File: src/rtl/melody_ram_fm_tx.sv
// Programmable-melody FM transmitter: note RAM, sequencer FSM, square-wave carrier.
// Optional feature macro GLIDE_EN: smooth portamento between note increments.
module melody_ram_fm_tx #(
  parameter int                    ACC_WIDTH   = 32,
  parameter int                    DEPTH       = 32,
  parameter int                    ADDR_WIDTH  = 5,
  parameter logic [31:0]           TICK_DIV    = 32'd6_250_000,
  parameter logic [ACC_WIDTH-1:0]  BASE_INC    = 32'h40000000,
  parameter logic [ACC_WIDTH-1:0]  DEV_STEP    = 32'h00418937,
  parameter int                    GLIDE_SHIFT = 4
) (
  input  logic                  clk,
  input  logic                  rst,
  input  logic                  enable,
  input  logic                  loop,
  input  logic                  start,
  input  logic [31:0]           tempo_div,
  input  logic                  wr_en,
  input  logic [ADDR_WIDTH-1:0] wr_addr,
  input  logic [15:0]           wr_data,
  output logic                  wr_err,
  output logic                  fm_out,
  output logic [ACC_WIDTH-1:0]  phase_inc_out,
  output logic                  playing,
  output logic                  melody_end,
  output logic [ADDR_WIDTH-1:0] note_index
);

  typedef enum logic [1:0] {
    IDLE,
    FETCH,
    PLAY
  } state_e;

  state_e                state_q, state_d;
  logic [ADDR_WIDTH-1:0] addr_q, addr_d;
  logic [31:0]           tempo_q, tempo_d;
  logic [31:0]           tick_q, tick_d;
  logic [3:0]            six_q, six_d;
  logic [ACC_WIDTH-1:0]  acc_q, acc_d;
  logic [ACC_WIDTH-1:0]  inc_q, inc_d;
  logic                  wr_err_q;
  logic                  mend;

  logic [15:0]           mem [DEPTH];
  logic [15:2]           note_q;

  logic [7:0]            pitch;
  logic [3:0]            dur;
  logic                  rest;
  logic                  endb;
  logic [ACC_WIDTH-1:0]  pext;
  logic [ACC_WIDTH-1:0]  target;
  logic [ACC_WIDTH-1:0]  inc_next;
  logic                  tick_wrap;
  logic                  expire;
  logic                  last;

  // Note RAM: writes only while idle; registered read in FETCH
  always_ff @(posedge clk) begin
    if (wr_en && state_q == IDLE) begin
      mem[wr_addr] <= wr_data;
    end
    if (state_q == FETCH) begin
      note_q <= mem[addr_q][15:2];
    end
  end

  assign pitch  = note_q[15:8];
  assign dur    = note_q[7:4];
  assign rest   = note_q[3];
  assign endb   = note_q[2];
  assign pext   = {{(ACC_WIDTH-8){pitch[7]}}, pitch};
  assign target = BASE_INC + pext * DEV_STEP;

`ifdef GLIDE_EN
  logic [ACC_WIDTH-1:0] diff;
  logic [ACC_WIDTH-1:0] mag;
  logic [ACC_WIDTH-1:0] step;

  always_comb begin
    diff = target - inc_q;
    mag  = diff[ACC_WIDTH-1] ? (~diff + 1'b1) : diff;
    step = ACC_WIDTH'($signed(diff) >>> GLIDE_SHIFT);
    if (mag < (ACC_WIDTH'(1) << GLIDE_SHIFT)) begin
      inc_next = target;
    end else begin
      inc_next = inc_q + step;
    end
  end

  assign phase_inc_out = inc_q;
`else
  assign inc_next      = target;
  assign phase_inc_out = (state_q == PLAY) ? target : inc_q;
`endif

  assign tick_wrap = (tick_q == tempo_q - 32'd1);
  assign expire    = (state_q == PLAY) && tick_wrap && (six_q == dur);
  assign last      = endb || (addr_q == ADDR_WIDTH'(DEPTH - 1));

  always_comb begin
    state_d = state_q;
    addr_d  = addr_q;
    tempo_d = tempo_q;
    tick_d  = tick_q;
    six_d   = six_q;
    acc_d   = acc_q;
    inc_d   = inc_q;
    mend    = 1'b0;
    if (!enable) begin
      state_d = IDLE;
      acc_d   = '0;
    end else begin
      case (state_q)
        IDLE: begin
          acc_d = '0;
          if (start) begin
            state_d = FETCH;
            addr_d  = '0;
            tempo_d = (tempo_div == 32'd0) ? TICK_DIV : tempo_div;
          end
        end
        FETCH: begin
          acc_d   = acc_q + inc_q;
          tick_d  = '0;
          six_d   = '0;
          state_d = PLAY;
        end
        PLAY: begin
          inc_d = inc_next;
          if (!rest) begin
            acc_d = acc_q + phase_inc_out;
          end
          if (tick_wrap) begin
            tick_d = '0;
            six_d  = six_q + 4'd1;
          end else begin
            tick_d = tick_q + 32'd1;
          end
          if (expire) begin
            if (last) begin
              mend = 1'b1;
              if (loop) begin
                addr_d  = '0;
                state_d = FETCH;
              end else begin
                state_d = IDLE;
              end
            end else begin
              addr_d  = addr_q + ADDR_WIDTH'(1);
              state_d = FETCH;
            end
          end
        end
        default: state_d = IDLE;
      endcase
    end
  end

  always_ff @(posedge clk) begin
    if (rst) begin
      state_q  <= IDLE;
      addr_q   <= '0;
      tempo_q  <= TICK_DIV;
      tick_q   <= '0;
      six_q    <= '0;
      acc_q    <= '0;
      inc_q    <= BASE_INC;
      wr_err_q <= 1'b0;
    end else begin
      state_q  <= state_d;
      addr_q   <= addr_d;
      tempo_q  <= tempo_d;
      tick_q   <= tick_d;
      six_q    <= six_d;
      acc_q    <= acc_d;
      inc_q    <= inc_d;
      wr_err_q <= wr_en && (state_q != IDLE);
    end
  end

  assign wr_err     = wr_err_q;
  assign playing    = (state_q != IDLE);
  assign note_index = addr_q;
  assign melody_end = mend;
  assign fm_out     = acc_q[ACC_WIDTH-1] &&
                      ((state_q == FETCH) || (state_q == PLAY && !rest));

endmodule

File: config.mk
export PLATFORM = sky130hd
export DESIGN_NAME = melody_ram_fm_tx
export DESIGN_NICKNAME = d
export VERILOG_FILES = /design/src/rtl/melody_ram_fm_tx.sv
export SDC_FILE = /design/constraint.sdc
export NUM_CORES = 1
export LEC_CHECK = 0
export CAP_MARGIN = 10
export CORE_MARGIN = 2
export CORE_UTILIZATION = 50
export CTS_CLUSTER_DIAMETER = 120
export DETAILED_ROUTE_END_ITERATION = 6
export PLACE_DENSITY = 0.72
export SLEW_MARGIN = 20
export SYNTH_ARGS = -nofsm -noshare
export SYNTH_HDL_FRONTEND = slang
export SYNTH_SLANG_ARGS = --single-unit
File: constraint.sdc
create_clock -name clk -period 8 [get_ports clk]
set_input_delay 1.6 -clock clk [delete_from_list [all_inputs] [get_ports clk]]
set_output_delay 1.6 -clock clk [all_outputs]
set_load 0.01 [all_outputs]
After elaboration in Yosys (flattened, before gate mapping) --
Memories as Yosys holds them, arrays and structs flattened. A register that Yosys moved wholly into a read port is not among the register bits. Cells that the tools add are included.
Word-level totals: flip-flop bits (word level) 140, RAM bits 512, input port bits 59, output and inout bits 41, word-level logic and storage cells 74, memories kept 1
Cells by class: add/subtract/negate cells 7, multipliers 1, equal/unequal tests 10, muxes and demuxes 24, bitwise logic cells 1, reductions and logical operators 22
Memory list:
- mem | words 32, bits a word 16, read ports 1, clocked after Yosys merged registers in 1, wr ports 1, line 45 | logic [15:0] mem [DEPTH];
Operators with widths (number):
- $mux 32 | 4
- $pmux 32 s3 | 1
- $add 32x32->32 | 2
- $pmux 32 s2 | 1
- $add 31x32->32 const A | 1
- $add 32x1->32 const B | 1
- $eq 32x32->1 | 1
- $logic_not 32->1 | 1
- $mul 8x24->32 const B | 1
- $sub 32x1->32 const B | 1
- $mux 5 | 4
- $pmux 5 s2 | 1
- $ne 2x2->1 const B | 4
- $pmux 4 s2 | 1
- $mux 1 | 7
- $logic_and 1x1->1 | 6
- $mux 2 | 3
- $pmux 2 s3 | 1
- $reduce_and 2->1 | 3
- $reduce_and 3->1 | 2
- $reduce_bool 2->1 | 3
- $add 5x1->5 const B | 1
- $eq 5x5->1 const B | 1
- $reduce_and 5->1 | 1
- other kinds (12) | 13

Depth between registers and ports, before layout --
Gate-level depths: netlist (run 1).
depth after elaboration 7, gate-level depth with buffers 29

Worst setup path before layout (run 1) --
OpenSTA, ideal clock, no wires.
path kind register to register, start reg note_q[9] (netlist name) (read register of mem), end reg acc_q[30], arrival time 6.842 ns, required time 7.938 ns, slack 1.096 ns, cell stages (with the launch flop) 26, buffers on the path 0, cells stage by stage edfxtp_1 > ha_1 > fa_1 > inv_1 > fa_1 > fa_1 > inv_1 > ha_1 > a21o_1 > a21o_1 > a2111o_1 > and3_1 > or4_1 > a31o_2 > a21oi_1 > xnor2_1 > mux2_2 > ha_1 > nand4_1 > a21oi_1 > a211oi_1 > a21boi_0 > o21ai_0 > a41o_1 > or4_1 > nand3_1
Between the ends: cells in the longest elaborated chain, start to end 6
RTL lines:
- start, declared | line 46 | logic [15:2] note_q;
- $mul 8x24->32 | line 74 | assign target = BASE_INC + pext * DEV_STEP;
- $add 31x32->32 | line 74
- $mux 32 | line 95 | assign phase_inc_out = (state_q == PLAY) ? target : inc_q;
- $add 32x32->32 | line 133 | acc_d = acc_q + phase_inc_out;
- $mux 32 | line 132 | if (!rest) begin
- $pmux 32 s3 | line 115 | case (state_q)
- end signal, assigned | line 168 | acc_q <= '0;
- end signal, assigned | line 177 | acc_q <= acc_d;
- end, declared | line 40 | logic [ACC_WIDTH-1:0] acc_q, acc_d;
Every way passes these cells. The select of a mux whose other input is x is not followed. A chain may end at the register's enable or synchronous reset.

Final worst setup path (run 1) --
start reg note_q[10] (netlist name) (read register of mem), end out phase_inc_out[26]
Between the ends: cells in the longest elaborated chain, start to end 3
RTL lines:
- $mul 8x24->32 | line 74
- $add 31x32->32 | line 74
- $mux 32 | line 95
- end, declared | line 23 | output logic [ACC_WIDTH-1:0] phase_inc_out,
Every way passes these cells.

==> metrics, run 1 <==
status finished, final reports clean; overall routing resource usage 23.3%; power dissipated by switching net loads 1.78 mW; register clock-pin slew on the reported worst setup and hold paths 0.06 ns; time the worst path needs with I/O delays and setup 7.73 ns; commonest cells after routing, fill and taps aside 462 x sky130_fd_sc_hd__edfxtp_1, 189 x sky130_fd_sc_hd__nand2_1, 161 x sky130_fd_sc_hd__nor2_1; iteration-0 DRC count of the detailed router 1696; Cell variety after synth 83; startpoint types flip-flop; non-filler instance count after layout 3149; post-layout net count 2538; Syn Std Cell Area 29700 um^2; count of max-cap constraint violations 0; synthesized netlist net count 2442; Worst Tran Pin Value 1.15 ns; pin count of the biggest net entering global routing 70; TritonCTS Buffers 66; Port Buf Inserts 97; worst hold stages 2; via count of the first global-routing pass 18890; TritonCTS clock tree yes; peak supply drop 0.201 mV; Worst R2R Path Depth 27; DRC violations left 0; initial antenna violation count 4; largest area contributor in the netlist sky130_fd_sc_hd__edfxtp_1; power per cell area 215 nW/um^2; fraction of power consumed by combinational cells 9.8%; CTS HTree Levels 3; Synth top area share 46.8%; most area-consuming cells after synthesis sky130_fd_sc_hd__edfxtp_1 47%, sky130_fd_sc_hd__mux4_2 11%, sky130_fd_sc_hd__dfxtp_1 9.4%, sky130_fd_sc_hd__ha_1 5.4%, sky130_fd_sc_hd__nand2_1 2.4%; gate count after technology mapping 2226; slack of the worst reg-to-reg path 0.56 ns; vertical extent of the die 248 um; Max transition margin 23.3%; part of the total power dissipated in the clock network 43.1%; # clock sinks 602; most common library cell in the layout ignoring fill and taps sky130_fd_sc_hd__edfxtp_1; average cell area after synthesis 13.3 um^2; total length of routed wires 70600 um; number of flip-flops and latches in the synthesized netlist 602; global placement routability congestion 0.885; half-perimeter wire length of the detailed placement result 44700 um; number of rows created at floorplan 89; Post-synth EDFFs 462; first-pass GRT wire length 108000 um; share of flip-flops with an asynchronous set or reset 0%; worst slack, placed 0.566 ns; cell total after placement 3019; remaining number of nets flagged by the antenna check after routing 0; starting density of the core 50.5%; Max Transition Viols Final 0; number of buffers between clock root and the deepest sink 3; area overhead of the layout relative to synthesis 14.0%; static power due to leakage 11.8 nW; critical path data required time 6.40 ns; type of element capturing the critical path output port; Wirelength per Cell 22.4 um; GR Overflow Total 0; Worst Hold Class flip-flop to flip-flop; part of the total power dissipated in sequential elements 47.2%; startpoint of the most critical register-to-register path note_q[10]; number of ports placed on the die boundary 100; area enclosed by the die boundary 61300 um^2; Period Utilization, post-route 96.7%; largest fanout on the critical path 6; critical path class flip-flop to output port; share of final-layout standard cells stronger than drive strength 1 16.9%; unrepaired setup endpoints after global routing no; hold bufs inserted after CTS 0; sequential share of the synthesized area 56.2%; core outline area 58800 um^2; Fin Setup TNS 0 ns; Setup WS post-layout 0.268 ns; startpoint of the lowest-slack hold path inc_q[29]; Avg Vias per Cell 5.97; buffer type at the clock tree root sky130_fd_sc_hd__clkbuf_16; x dimension of the die 248 um; proportion of total power due to net switching 24.5%; synth warn 0; via total after detailed routing 18812; Total Power Consumption 7.26 mW; final hold viol count 0; end of the worst register-to-register path acc_q[30]; internal cell power 5.48 mW; arrival time at the worst endpoint 6.13 ns; Clk Latency, worst-skew pair 0.63 ns; Worst Hold Path EP inc_q[29]; maximum frequency from static timing analysis 129 MHz; leading register cell type out of synthesis sky130_fd_sc_hd__edfxtp_1; final worst clock skew 0.0433 ns; Layout Utilization 57.5%; final setup violation count 0; first-pass iteration count of the detailed router 5
==> layout make-up <==
cell class	instances	area, um^2
Fill cell	4524	25000
Sequential cell	602	16700
Multi-Input combinational cell	1411	12300
Clock buffer	74	1680
Timing Repair Buffer	128	1170
Tap cell	773	967
Clock inverter	44	573
Inverter	113	428
Antenna cell	4	10.0
==> worst max path at each step <==
stage	to	slack, ns	startpoint
floorplan	acc_q[30]	1.10	note_q[9]
global placement	acc_q[31]	0.60	note_q[8]
detailed placement	acc_q[30]	0.57	note_q[8]
CTS	phase_inc_out[18]	0.002	note_q[10]
global route	phase_inc_out[26]	0.04	note_q[11]
finish	phase_inc_out[26]	0.27	note_q[10]
==> critical path, stage by stage, from the launching register on <==
cell                              delay [ns]
sky130_fd_sc_hd__edfxtp_1               0.53
sky130_fd_sc_hd__ha_1                   0.30
sky130_fd_sc_hd__ha_1                   0.31
sky130_fd_sc_hd__ha_1                   0.29
sky130_fd_sc_hd__inv_1                  0.05
sky130_fd_sc_hd__fa_1                   0.50
sky130_fd_sc_hd__inv_1                  0.05
sky130_fd_sc_hd__ha_1                   0.23
sky130_fd_sc_hd__fa_1                   0.46
sky130_fd_sc_hd__a21o_1                 0.18
sky130_fd_sc_hd__a21o_1                 0.21
sky130_fd_sc_hd__a2111o_1               0.45
sky130_fd_sc_hd__and3_1                 0.22
sky130_fd_sc_hd__nor3_2                 0.20
sky130_fd_sc_hd__o31ai_1                0.18
sky130_fd_sc_hd__a21o_1                 0.20
sky130_fd_sc_hd__a21oi_1                0.23
sky130_fd_sc_hd__xnor2_2                0.17
sky130_fd_sc_hd__mux2_2                 0.22
sky130_fd_sc_hd__clkdlybuf4s50_1        0.54
==> Yosys cell counts (18+ instances only) <==
cell type,instances
sky130_fd_sc_hd__a21o_1,30
sky130_fd_sc_hd__a21oi_1,91
sky130_fd_sc_hd__a22oi_1,22
sky130_fd_sc_hd__and3_1,18
sky130_fd_sc_hd__buf_1,19
sky130_fd_sc_hd__clkbuf_1,72
sky130_fd_sc_hd__dfxtp_1,140
sky130_fd_sc_hd__edfxtp_1,462
sky130_fd_sc_hd__fa_1,29
sky130_fd_sc_hd__ha_1,128
sky130_fd_sc_hd__inv_1,112
sky130_fd_sc_hd__mux2_2,54
sky130_fd_sc_hd__mux4_2,140
sky130_fd_sc_hd__nand2_1,189
sky130_fd_sc_hd__nand3_1,49
sky130_fd_sc_hd__nand4_1,25
sky130_fd_sc_hd__nor2_1,189
sky130_fd_sc_hd__nor3_1,40
sky130_fd_sc_hd__nor4_1,21
sky130_fd_sc_hd__o21ai_0,46
sky130_fd_sc_hd__xnor2_1,64
sky130_fd_sc_hd__xor2_1,49
==> per-stage QoR <==
stage               hold slack, ns  cell area (um^2)
floorplan                    0.444             29700
global placement             0.453             31500
detailed placement           0.464             31500
CTS                          0.473             33700
global route                 0.494             33800
finish                       0.473             33800
==> sequential cells by signal, summed over array words and instances, names as in the netlist <==
signal,count
note_index,5
acc_q,32
wr_err,1
tick_q,32
six_q,4
note_q,14
state_q,2
mem,448
tempo_q,32
inc_q,32
==> logic make-up after synthesis <==
family	after synthesis	synth area share, %
buf+inv	213	2.78
mux	208	13.1
compound gates	302	6.71
fa+ha+maj	157	7.35
simple gates	631	10.5
flops	602	56.2
xor+xnor	113	3.34
==> power by group through the flow <==
stage          logic, mW  clock network [mW]  registers (mW)
3_5_place_dp       0.696                   0            3.49
3_3_place_gp       0.683                   0            3.49
5_1_grt            0.792                3.29            3.43
4_1_cts            0.705                3.18            3.43
6_report           0.710                3.13            3.43
2_1_floorplan      0.462                   0            3.48
==> layer usage <==
metal | up-vias | global-route usage, % | share of wire, %
li1 | 8597 | - | -
met1 | 9462 | 30.2 | 41
met2 | 615 | 40.0 | 50
met3 | 138 | 3.49 | 6.0
met4 | 0 | 8.52 | 2.8
met5 | - | 0 | 0
==> repair_timing <==
item / 4_1_cts / 5_1_grt
pin swaps: 0 / 2
gates resized for setup: 0 / 9
endpoints found under the setup margin: 3 / 5
buffers inserted: 4 / 4
Note: power is estimated with default switching activity, not from simulation.
==> inputs of run 2 (changes only) <==
--- a/config.mk
+++ b/config.mk
@@ -10,7 +10,7 @@
 export CORE_UTILIZATION = 50
 export CTS_CLUSTER_DIAMETER = 120
 export DETAILED_ROUTE_END_ITERATION = 6
-export PLACE_DENSITY = 0.72
+export PLACE_DENSITY = 0.78
 export SLEW_MARGIN = 20
 export SYNTH_ARGS = -nofsm -noshare
 export SYNTH_HDL_FRONTEND = slang
==> run 2 against run 1 <==
Against the previous run: highest routed layer is now met5; die area unchanged; cell count is 0.44% lower; design area fell by 0.60%; combinational power down 1%; non-clock buffer count decreased by 7; largest cell class unchanged; utilization decreased by 0.34 points; routed wire length up 2.1%; the flow now finishes with violations (DRC); critical path type unchanged; total power decreased by 1.2%; count of clock-buffer cells in the layout shrank 4; sequential share of layout area is 0.30 points higher; global-route usage grew 0.46 points; first-iteration DRC count grew 2.6%.
==> metrics, run 2 (synthesized netlist as in run 1, its figures left out) <==
core outline area 58800 um^2; static power due to leakage 11.7 nW; via count of the first global-routing pass 18956; Layout Utilization 57.2%; time the worst path needs with I/O delays and setup 7.77 ns; half-perimeter wire length of the detailed placement result 45100 um; area enclosed by the die boundary 61300 um^2; share of final-layout standard cells stronger than drive strength 1 16.5%; first-pass GRT wire length 110000 um; Worst Hold Class flip-flop to flip-flop; iteration-0 DRC count of the detailed router 1740; placed cell areas 31400 um^2; final setup violation count 0; Max Transition Viols Final 0; remaining number of nets flagged by the antenna check after routing 0; power per cell area 214 nW/um^2; pin count of the biggest net entering global routing 117; starting density of the core 50.5%; CTS HTree Levels 2; initial antenna violation count 3; status complete, but fails checks; number of buffers between clock root and the deepest sink 3; Post-Layout Inst Area 33600 um^2; largest fanout on the critical path 5; first-pass iteration count of the detailed router 7; Worst Tran Pin Value 1.15 ns; Hold Worst Slack 0.469 ns; TritonCTS clock tree yes; via total after detailed routing 18806; commonest cells after routing, fill and taps aside 462 x sky130_fd_sc_hd__edfxtp_1, 189 x sky130_fd_sc_hd__nand2_1, 158 x sky130_fd_sc_hd__nor2_1; register name with the most flops mem; global route hottest layer met2; x dimension of the die 248 um; TritonCTS Buffers 61; register clock-pin slew on the reported worst setup and hold paths 0.06 ns; Wirelength per Cell 23.0 um; total length of routed wires 72100 um; Total Power Consumption 7.18 mW; Clk Latency, worst-skew pair 0.65 ns; area overhead of the layout relative to synthesis 13.3%; type of element capturing the critical path output port; buffer type at the clock tree root sky130_fd_sc_hd__clkbuf_16; met1 routing resource usage after global routing 30.5%; Avg Vias per Cell 6.00; peak supply drop 0.223 mV; violations in the final reports DRC; critical path class flip-flop to output port; GR Overflow Total 0; maximum frequency from static timing analysis 129 MHz; global placement routability congestion 0.878; met2 Usage GRT 40.7%; most common library cell in the layout ignoring fill and taps sky130_fd_sc_hd__edfxtp_1; Period Utilization, post-route 97.1%; final hold viol count 0; GR Layer Usage met3 4.27%; final worst clock skew 0.0467 ns; Setup WS post-layout 0.228 ns; count of max-cap constraint violations 0; Port Buf Inserts 97; Max transition margin 23.1%; max reg flops 448; DRC violations left 2; number of rows created at floorplan 89; overall routing resource usage 23.8%; critical path data required time 6.40 ns; post-layout net count 2526; arrival time at the worst endpoint 6.17 ns; # clock sinks 602; number of ports placed on the die boundary 100; vertical extent of the die 248 um; worst slack, placed 0.461 ns; startpoint types flip-flop
==> run 2: cell types whose count changed in the layout (fill, tap and decap cells not counted), moves of 2 or more <==
cell                              previous run  this run
sky130_fd_sc_hd__clkinv_2                   15        10
sky130_fd_sc_hd__clkinvlp_4                  4         2
sky130_fd_sc_hd__nor2_1                    161       158
sky130_fd_sc_hd__clkinv_1                    9        14
sky130_fd_sc_hd__ha_2                        3         1
sky130_fd_sc_hd__buf_2                       7        13
sky130_fd_sc_hd__clkinv_16                   5         1
sky130_fd_sc_hd__ha_1                      124       126
sky130_fd_sc_hd__clkbuf_16                  66        62
sky130_fd_sc_hd__nor2_2                     26        30
sky130_fd_sc_hd__buf_4                      31        23
sky130_fd_sc_hd__clkdlybuf4s50_1            89        83
sky130_fd_sc_hd__diode_2                     4         1
sky130_fd_sc_hd__bufinv_16                   8        12
==> run 2: worst paths after layout <==
kind | startpoint | to | slack (ns) | depth (start not counted)
worst min-delay path | inc_q[29] | inc_q[29] | 0.47 | 2
worst max register to register | note_q[11] | acc_q[30] | 0.62 | 25
worst min register to register | inc_q[29] | inc_q[29] | 0.47 | 2
worst max-delay path | note_q[11] | phase_inc_out[26] | 0.23 | 18
==> run 2: cell type report <==
| cell class | instances | area, um^2 |
|---|---|---|
| clock buffers | 70 | 1580 |
| multi-input cells | 1411 | 12300 |
| fillers | 4522 | 25200 |
| repair buffers | 121 | 1100 |
| flip-flops and latches | 602 | 16700 |
| well taps | 773 | 967 |
| clock inverters | 44 | 561 |
| diodes | 1 | 2.50 |
| inverters | 113 | 424 |
==> run 2: routing by layer <==
metal / wire [um] / vias up
met1: 29200 / 9427
met4: 2250 / 4
met2: 36000 / 646
met5: 31 / -
li1: - / 8577
met3: 4630 / 152
==> run 2: power by group <==
part           switching (mW)  internal (mW)  total (mW)
Sequential             0.0288           3.40        3.43
Combinational           0.428          0.275       0.702
Clock                    1.24           1.81        3.05
==> run 2: repair_timing <==
item / 4_1_cts / 5_1_grt
resized for setup: 1 / 5
endpoints found under the setup margin: 3 / 4
hold buffers: 0 / 0
setup buffers: 1 / 8
==> run 2: critical path, cell delays in order, from the launching register on <==
cell and delay [ns]:
sky130_fd_sc_hd__edfxtp_1 0.46, sky130_fd_sc_hd__ha_1 0.30, sky130_fd_sc_hd__fa_1 0.51, sky130_fd_sc_hd__inv_1 0.06, sky130_fd_sc_hd__fa_1 0.48, sky130_fd_sc_hd__fa_1 0.49
sky130_fd_sc_hd__inv_1 0.05, sky130_fd_sc_hd__ha_1 0.33, sky130_fd_sc_hd__a21o_1 0.19, sky130_fd_sc_hd__a21o_1 0.22, sky130_fd_sc_hd__a2111o_1 0.44, sky130_fd_sc_hd__and3_1 0.21
sky130_fd_sc_hd__nor3_2 0.28, sky130_fd_sc_hd__o31ai_1 0.17, sky130_fd_sc_hd__a21o_1 0.20, sky130_fd_sc_hd__a21oi_1 0.17, sky130_fd_sc_hd__xnor2_1 0.20, sky130_fd_sc_hd__mux2_4 0.24
sky130_fd_sc_hd__clkdlybuf4s50_1 0.56
==> run 2: through the flow <==
| step | TNS, ns | instances |
|---|---|---|
| final | 0 | 3135 |
| after global routing | -0.0220 | 3134 |
| after floorplan | 0 | 2226 |
| after global placement | 0 | 3011 |
| after detailed placement | 0 | 3011 |
| after CTS | 0 | 3126 |
